$ cat config.mk
export PLATFORM = sky130hd
export DESIGN_NAME = fht_stream_ctrl
export DESIGN_NICKNAME = d
export VERILOG_FILES = /design/src/rtl/fht_stream_ctrl_pkg.sv /design/src/rtl/fht_out_serializer.sv /design/src/rtl/fht_stream_ctrl.sv
export SDC_FILE = /design/constraint.sdc
export NUM_CORES = 1
export LEC_CHECK = 0
export CORE_ASPECT_RATIO = 0.9
export CORE_MARGIN = 4
export CORE_UTILIZATION = 48
export DETAILED_ROUTE_END_ITERATION = 10
export HOLD_SLACK_MARGIN = 0.1
export PLACE_DENSITY = 0.84
export SYNTH_ARGS = -nofsm -noshare
export SYNTH_HDL_FRONTEND = slang
export SYNTH_SLANG_ARGS = --single-unit
$ cat constraint.sdc
create_clock -name iCLK -period 2.5 [get_ports iCLK]
set_input_delay 0.5 -clock iCLK [delete_from_list [all_inputs] [get_ports iCLK]]
set_output_delay 0.5 -clock iCLK [all_outputs]
set_load 0.005 [all_outputs]
$ cat src/rtl/fht_stream_ctrl_pkg.sv
// rtl/fht_stream_ctrl_pkg.sv - shared widths, FSM encoding and helpers for the FHT stream controller
package fht_stream_ctrl_pkg;

   localparam int D_BIT_DEF     = 16;
   localparam int A_BIT_DEF     = 8;
   localparam int BANK_SIZE_DEF = 256;

   typedef enum logic [2:0] {
      ST_LOAD    = 3'd0,
      ST_START   = 3'd1,
      ST_WAIT_LO = 3'd2,
      ST_WAIT_HI = 3'd3,
      ST_UNLOAD  = 3'd4
   } state_e;

   // Sample n lands in bank (n mod 4); returns the one-hot write enable.
   function automatic logic [3:0] bank_onehot(input logic [1:0] idx);
      bank_onehot = 4'b0001 << idx;
   endfunction

endpackage

$ cat src/rtl/fht_out_serializer.sv
// rtl/fht_out_serializer.sv - 4-word capture buffer emitting bank0..bank3 on a valid/ready stream
module fht_out_serializer
   import fht_stream_ctrl_pkg::*;
#(
   parameter int D_BIT = D_BIT_DEF
) (
   input  logic             clk,
   input  logic             rst_n,
   input  logic             load,
   input  logic [D_BIT-1:0] word_0,
   input  logic [D_BIT-1:0] word_1,
   input  logic [D_BIT-1:0] word_2,
   input  logic [D_BIT-1:0] word_3,
   input  logic             last_grp,
   input  logic             m_ready,
   output logic             can_load,
   output logic             done,
   output logic [D_BIT-1:0] m_data,
   output logic             m_valid,
   output logic             m_last
);

   logic [3:0][D_BIT-1:0] buf_q, buf_d;
   logic [1:0]            idx_q, idx_d;
   logic                  valid_q, valid_d;
   logic                  last_grp_q, last_grp_d;
   logic                  hs;
   logic                  word3_hs;

   // A new group may be captured when empty or on the edge that retires word 3,
   // which is what keeps the stream free of bubbles between groups.
   assign hs       = valid_q & m_ready;
   assign word3_hs = hs & (idx_q == 2'd3);
   assign can_load = ~valid_q | word3_hs;
   assign done     = word3_hs & last_grp_q;
   assign m_valid  = valid_q;
   assign m_data   = buf_q[idx_q];
   assign m_last   = valid_q & last_grp_q & (idx_q == 2'd3);

   // Next-state: capture overrides advance; the buffer only moves on a handshake.
   always_comb begin
      buf_d      = buf_q;
      idx_d      = idx_q;
      valid_d    = valid_q;
      last_grp_d = last_grp_q;
      if (load) begin
         buf_d      = {word_3, word_2, word_1, word_0};
         idx_d      = 2'd0;
         valid_d    = 1'b1;
         last_grp_d = last_grp;
      end else if (hs) begin
         if (idx_q == 2'd3) begin
            valid_d = 1'b0;
         end else begin
            idx_d = idx_q + 2'd1;
         end
      end
   end

   // Buffer, word index and flags.
   always_ff @(posedge clk or negedge rst_n) begin
      if (!rst_n) begin
         buf_q      <= '0;
         idx_q      <= 2'd0;
         valid_q    <= 1'b0;
         last_grp_q <= 1'b0;
      end else begin
         buf_q      <= buf_d;
         idx_q      <= idx_d;
         valid_q    <= valid_d;
         last_grp_q <= last_grp_d;
      end
   end

endmodule

$ cat src/rtl/fht_stream_ctrl.sv
// rtl/fht_stream_ctrl.sv - host-side load/start/unload controller for the FHT core
module fht_stream_ctrl
   import fht_stream_ctrl_pkg::*;
#(
   parameter int D_BIT     = D_BIT_DEF,
   parameter int A_BIT     = A_BIT_DEF,
   parameter int BANK_SIZE = BANK_SIZE_DEF
) (
   input  logic             iCLK,
   input  logic             iRESET,
   input  logic [D_BIT-1:0] iS_DATA,
   input  logic             iS_VALID,
   output logic             oS_READY,
   output logic [3:0]       oFHT_WE,
   output logic [D_BIT-1:0] oFHT_DATA,
   output logic [A_BIT-1:0] oFHT_ADDR_WR,
   output logic             oFHT_START,
   input  logic             iFHT_RDY,
   output logic [A_BIT-1:0] oFHT_ADDR_RD_0,
   output logic [A_BIT-1:0] oFHT_ADDR_RD_1,
   output logic [A_BIT-1:0] oFHT_ADDR_RD_2,
   output logic [A_BIT-1:0] oFHT_ADDR_RD_3,
   input  logic [D_BIT-1:0] iFHT_DATA_0,
   input  logic [D_BIT-1:0] iFHT_DATA_1,
   input  logic [D_BIT-1:0] iFHT_DATA_2,
   input  logic [D_BIT-1:0] iFHT_DATA_3,
   output logic [D_BIT-1:0] oM_DATA,
   output logic             oM_VALID,
   input  logic             iM_READY,
   output logic             oM_LAST,
   output logic             oBUSY
);

   localparam int               CW          = A_BIT + 2;
   localparam int               N           = 4 * BANK_SIZE;
   localparam logic [CW-1:0]    LAST_SAMPLE = CW'(N - 1);
   localparam logic [A_BIT-1:0] LAST_ADDR   = A_BIT'(BANK_SIZE - 1);
   localparam logic [A_BIT:0]   GROUPS      = (A_BIT + 1)'(BANK_SIZE);
   localparam logic [A_BIT:0]   LAST_GROUP  = (A_BIT + 1)'(BANK_SIZE - 1);

   state_e           state_q, state_d;
   logic [CW-1:0]    n_q, n_d;
   logic [3:0]       we_q, we_d;
   logic [A_BIT-1:0] wr_addr_q, wr_addr_d;
   logic [D_BIT-1:0] wr_data_q, wr_data_d;
   logic             start_q, start_d;
   logic [A_BIT-1:0] rd_addr_q, rd_addr_d;
   logic             rd_vld_q, rd_vld_d;   // bank data reflects rd_addr_q
   logic [A_BIT:0]   grp_q, grp_d;         // groups captured so far this unload
   logic             ser_load;
   logic             ser_can_load;
   logic             ser_done;

   assign oS_READY       = (state_q == ST_LOAD);
   assign oBUSY          = (state_q != ST_LOAD);
   assign oFHT_WE        = we_q;
   assign oFHT_DATA      = wr_data_q;
   assign oFHT_ADDR_WR   = wr_addr_q;
   assign oFHT_START     = start_q;
   assign oFHT_ADDR_RD_0 = rd_addr_q;
   assign oFHT_ADDR_RD_1 = rd_addr_q;
   assign oFHT_ADDR_RD_2 = rd_addr_q;
   assign oFHT_ADDR_RD_3 = rd_addr_q;

   // Frame FSM plus write scatter and read-address prefetch.
   always_comb begin
      state_d   = state_q;
      n_d       = n_q;
      we_d      = 4'b0000;
      wr_addr_d = wr_addr_q;
      wr_data_d = wr_data_q;
      start_d   = 1'b0;
      rd_addr_d = rd_addr_q;
      rd_vld_d  = rd_vld_q;
      grp_d     = grp_q;
      ser_load  = 1'b0;
      case (state_q)
         ST_LOAD: begin
            if (iS_VALID) begin
               we_d      = bank_onehot(n_q[1:0]);
               wr_addr_d = n_q[CW-1:2];
               wr_data_d = iS_DATA;
               if (n_q == LAST_SAMPLE) begin
                  n_d     = '0;
                  state_d = ST_START;
               end else begin
                  n_d = n_q + 1'b1;
               end
            end
         end
         ST_START: begin
            start_d = 1'b1;
            state_d = ST_WAIT_LO;
         end
         ST_WAIT_LO: begin
            // Drop any ready level left over from the previous frame first.
            if (!iFHT_RDY) begin
               state_d = ST_WAIT_HI;
            end
         end
         ST_WAIT_HI: begin
            if (iFHT_RDY) begin
               state_d   = ST_UNLOAD;
               rd_addr_d = '0;
               rd_vld_d  = 1'b0;
               grp_d     = '0;
            end
         end
         ST_UNLOAD: begin
            rd_vld_d = 1'b1;
            if (rd_vld_q && ser_can_load && (grp_q != GROUPS)) begin
               ser_load = 1'b1;
               grp_d    = grp_q + 1'b1;
               // Prefetch the next group; the final address is held, never wrapped.
               if (rd_addr_q != LAST_ADDR) begin
                  rd_addr_d = rd_addr_q + 1'b1;
                  rd_vld_d  = 1'b0;
               end
            end
            if (ser_done) begin
               state_d = ST_LOAD;
            end
         end
         default: state_d = ST_LOAD;
      endcase
   end

   // Controller registers.
   always_ff @(posedge iCLK or negedge iRESET) begin
      if (!iRESET) begin
         state_q   <= ST_LOAD;
         n_q       <= '0;
         we_q      <= 4'b0000;
         wr_addr_q <= '0;
         wr_data_q <= '0;
         start_q   <= 1'b0;
         rd_addr_q <= '0;
         rd_vld_q  <= 1'b0;
         grp_q     <= '0;
      end else begin
         state_q   <= state_d;
         n_q       <= n_d;
         we_q      <= we_d;
         wr_addr_q <= wr_addr_d;
         wr_data_q <= wr_data_d;
         start_q   <= start_d;
         rd_addr_q <= rd_addr_d;
         rd_vld_q  <= rd_vld_d;
         grp_q     <= grp_d;
      end
   end

   fht_out_serializer #(
      .D_BIT (D_BIT)
   ) u_ser (
      .clk      (iCLK),
      .rst_n    (iRESET),
      .load     (ser_load),
      .word_0   (iFHT_DATA_0),
      .word_1   (iFHT_DATA_1),
      .word_2   (iFHT_DATA_2),
      .word_3   (iFHT_DATA_3),
      .last_grp (grp_q == LAST_GROUP),
      .m_ready  (iM_READY),
      .can_load (ser_can_load),
      .done     (ser_done),
      .m_data   (oM_DATA),
      .m_valid  (oM_VALID),
      .m_last   (oM_LAST)
   );

endmodule

==> flow_metrics.env <==
export IMPL_synthMuxAreaShare=0.116
export IMPL_wirelength_um=14700
export IMPL_power_density_nw_per_um2=595
export IMPL_nNetsFinal=820
export IMPL_end_kind="output pin"
export IMPL_synth_top_flop_cell="dfrtp_1"
export IMPL_slew_headroom=0.663
export IMPL_cts_buffer_depth=2
export IMPL_worstReg2RegStart="grp_q[0]"
export IMPL_p_comb_frac=0.100
export IMPL_drt_iter0_markers=441
export IMPL_gp_routability_congestion=0.854
export IMPL_wl_per_cell_um=16.4
export IMPL_tightestPinTransition_ps=505
export IMPL_synth_top_family_by_area="simple AND/OR/NAND/NOR gates"
export IMPL_r2r_end="grp_q[8]"
export IMPL_synth_compound_gate_area_share=0.0440
export IMPL_syn_nets=661
export IMPL_vias=4679
export IMPL_r2r_slack_ps=310
export IMPL_slew_violations=0
export IMPL_synth_area_um2=5890
export IMPL_tritoncts="built"
export IMPL_yosys_register_bits=128
export IMPL_max_cap_violations=0
export IMPL_worstSetupPathType="reg2out"
export IMPL_fillers=848
export IMPL_cp_num_buf_inv=2
export IMPL_drive_above_1_share=0.138
export IMPL_gr_usage_all_layers=0.208
export IMPL_grt_pass1_vias=4822
export IMPL_p_seq_frac=0.463
export IMPL_required_ps=2000
export IMPL_peakVddDrop_mv=0.424
export IMPL_async_flop_share=1.00
export IMPL_reg2reg_depth=8
export IMPL_outcome="complete, no violations"
export IMPL_finalSetupViolCount=0
export IMPL_grt_start_max_net_pins=68
export IMPL_cp_cell_sequence="buf_6 > mux4_2 > clkdlybuf4s50_1"
export IMPL_clockPowerShare=0.437
export IMPL_min_path_cells=2
export IMPL_antenna_found_initial=0
export IMPL_dp_cells=860
export IMPL_die_width_um=125
export IMPL_synthAdderAreaFrac=0.0191
export IMPL_path_clk_slew_ps=50
export IMPL_insertedDiodeCount=0
export IMPL_startpoint_type="flip-flop"
export IMPL_cp_slowest_stage_delay_ps=500
export IMPL_mostFrequentLayoutCell="nand2_1"
export IMPL_p_sw_w=0.00109
export IMPL_finalHoldViolations=0
export IMPL_slowest_stage="mux4_2"
export IMPL_syn2layout_area_growth_pct=39.9
export IMPL_core_area_um2=12000
export IMPL_postSynthAreaPerCell_um2=10.4
export IMPL_drt_pass1_iterations=5
export IMPL_io_pins=166
export IMPL_synth_distinct_cells=45
export IMPL_die_area_um2=14100
export IMPL_final_antenna_net_count=0
export IMPL_numCtsBuffers=17
export IMPL_sw_frac_of_total=0.222
export IMPL_hold_path_class="reg2reg"
export IMPL_fin_crit_sh=0.984
export IMPL_fin_ws_ps=39.5
export IMPL_min_delay_start="u_ser.buf_q[61]"
export IMPL_grt_pass1_wl_um=23800
export IMPL_place_ws_ps=271
export IMPL_p_int_w=0.00381
export IMPL_synth_edf_count=0
export IMPL_synthSimpleGateAreaFrac=0.202
export IMPL_portBuffers=165
export IMPL_skew_ps=6.00
export IMPL_yosysSeqAreaShare=0.544
export IMPL_htree_levels=4
export IMPL_clock_latency_ps=410
export IMPL_rows=38
export IMPL_clock_sinks=128
export IMPL_min_period_ps=2460
export IMPL_critPathTopFamily="buffers and inverters"
export IMPL_viasPerCell=5.22
export IMPL_setup_tns_ps=0
export IMPL_initial_core_util=0.490
export IMPL_grt_overflow_total=0
export IMPL_dp_hpwl_um=10500
export IMPL_fin_cells=897
export IMPL_die_h_um=113
export IMPL_root_buffer="clkbuf_16"
export IMPL_drc=0
export IMPL_synthXorXnorAreaFrac=0.0104
export IMPL_p_leak_nw=4.17
export IMPL_ys_warn_count=0
export IMPL_max_freq_ghz=0.406
export IMPL_crit_arrival_ps=1960
export IMPL_finalHoldWorstSlack_ps=476
export IMPL_worstHoldEndpoint="u_ser.buf_q[61]"
export IMPL_synth_cells=567
export IMPL_layout_common_cells="nand2_1 (219), clkdlybuf4s50_1 (150), dfrtp_1 (125)"
export IMPL_cp_max_fo=6
stage by stage:
step	power, W	utilization	instance area, µm²
2_1_floorplan	0.00243	-	5890
3_3_place_gp	0.00278	0.632	7600
3_5_place_dp	0.00280	0.632	7600
4_1_cts	0.00494	0.676	8130
5_1_grt	0.00510	0.685	8240
6_report	0.00490	0.685	8240
registers in the layout, summed over array words and instances, names as in the netlist:
register and count:
u_ser.buf_q 64, oFHT_DATA 16, n_q 10, grp_q 9
oFHT_ADDR_RD_0 8, oFHT_ADDR_WR 8, oFHT_WE 4, state_q 3
u_ser.idx_q 2, oFHT_START 1, rd_vld_q 1, u_ser.last_grp_q 1
u_ser.m_valid 1
Yosys cell counts (all sizes together) (5+ instances only):
| library cell | count | area, µm² |
|---|---|---|
| nand2 | 219 | 822 |
| mux2i | 5 | 50.1 |
| a21oi | 9 | 56.3 |
| buf | 45 | 325 |
| nor2 | 12 | 45.0 |
| nand3 | 13 | 65.1 |
| ha | 9 | 113 |
| o21ai | 8 | 40.0 |
| dfrtp | 128 | 3200 |
| mux4 | 16 | 360 |
| a31oi | 6 | 37.5 |
| nand4 | 8 | 50.1 |
| inv | 12 | 45.0 |
| mux2 | 24 | 270 |
| xor2 | 5 | 43.8 |
timing repair:
item	in CTS	in global routing
hold buffers	1	0
setup endpoints to repair	16	16
cloned	0	1
setup buffers	0	5
pin swaps	0	0
endpoints found under the hold margin	34	0
gates resized for setup	2	19
layer usage:
metal | GRT usage | up-vias | routed length, µm
met4 | 0.0643 | 0 | 313
met5 | 0 | - | 0
met2 | 0.366 | 157 | 7880
met1 | 0.253 | 2320 | 5890
met3 | 0.0524 | 20 | 656
li1 | - | 2182 | -
layout make-up:
cell class,instances,area (µm²),share of cell area
Multi-Input combinational cell,378,2320,0.282
Clock inverter,8,40.0,0.00486
Tap cell,160,200,0.0243
Inverter,12,45.0,0.00547
Sequential cell,128,3210,0.389
Clock buffer,22,474,0.0575
Timing Repair Buffer,189,1950,0.237
cells by family after synthesis:
group / after synthesis
muxes: 45
adders and majority gates: 9
buffers and inverters: 61
xor gates and xnor gates: 7
DFF: 128
AOI/OAI and AO/OA: 37
and+or+nand+nor: 280
how the worst max path moves through the flow:
stage,to,depth (start not counted),start
after global routing,oM_DATA[2],3,u_ser.idx_q[0]
after CTS,oM_DATA[11],3,u_ser.idx_q[0]
after global placement,oFHT_ADDR_RD_0[6],6,iM_READY
after detailed placement,n_q[4],6,iS_VALID
after floorplan,oFHT_ADDR_RD_0[7],8,grp_q[0]
final,oM_DATA[2],3,u_ser.idx_q[0]
worst register-to-register path, stage by stage, from the launching register on:
cell       delay, ps
dfrtp_1          400
inv_1            100
ha_1             140
or4b_1           510
o2111ai_4        260
buf_4            220
buf_12           270
nand3_1          130
o21ai_0           80
power groups by stage:
stage               Combinational, W  Sequential [W]  Clock [W]
floorplan                   0.000135         0.00229          0
global placement            0.000482         0.00229          0
detailed placement          0.000494         0.00231          0
CTS                         0.000498         0.00227    0.00218
global route                0.000533         0.00229    0.00228
finish                      0.000489         0.00227    0.00214
(Power assumes the default switching activity.)
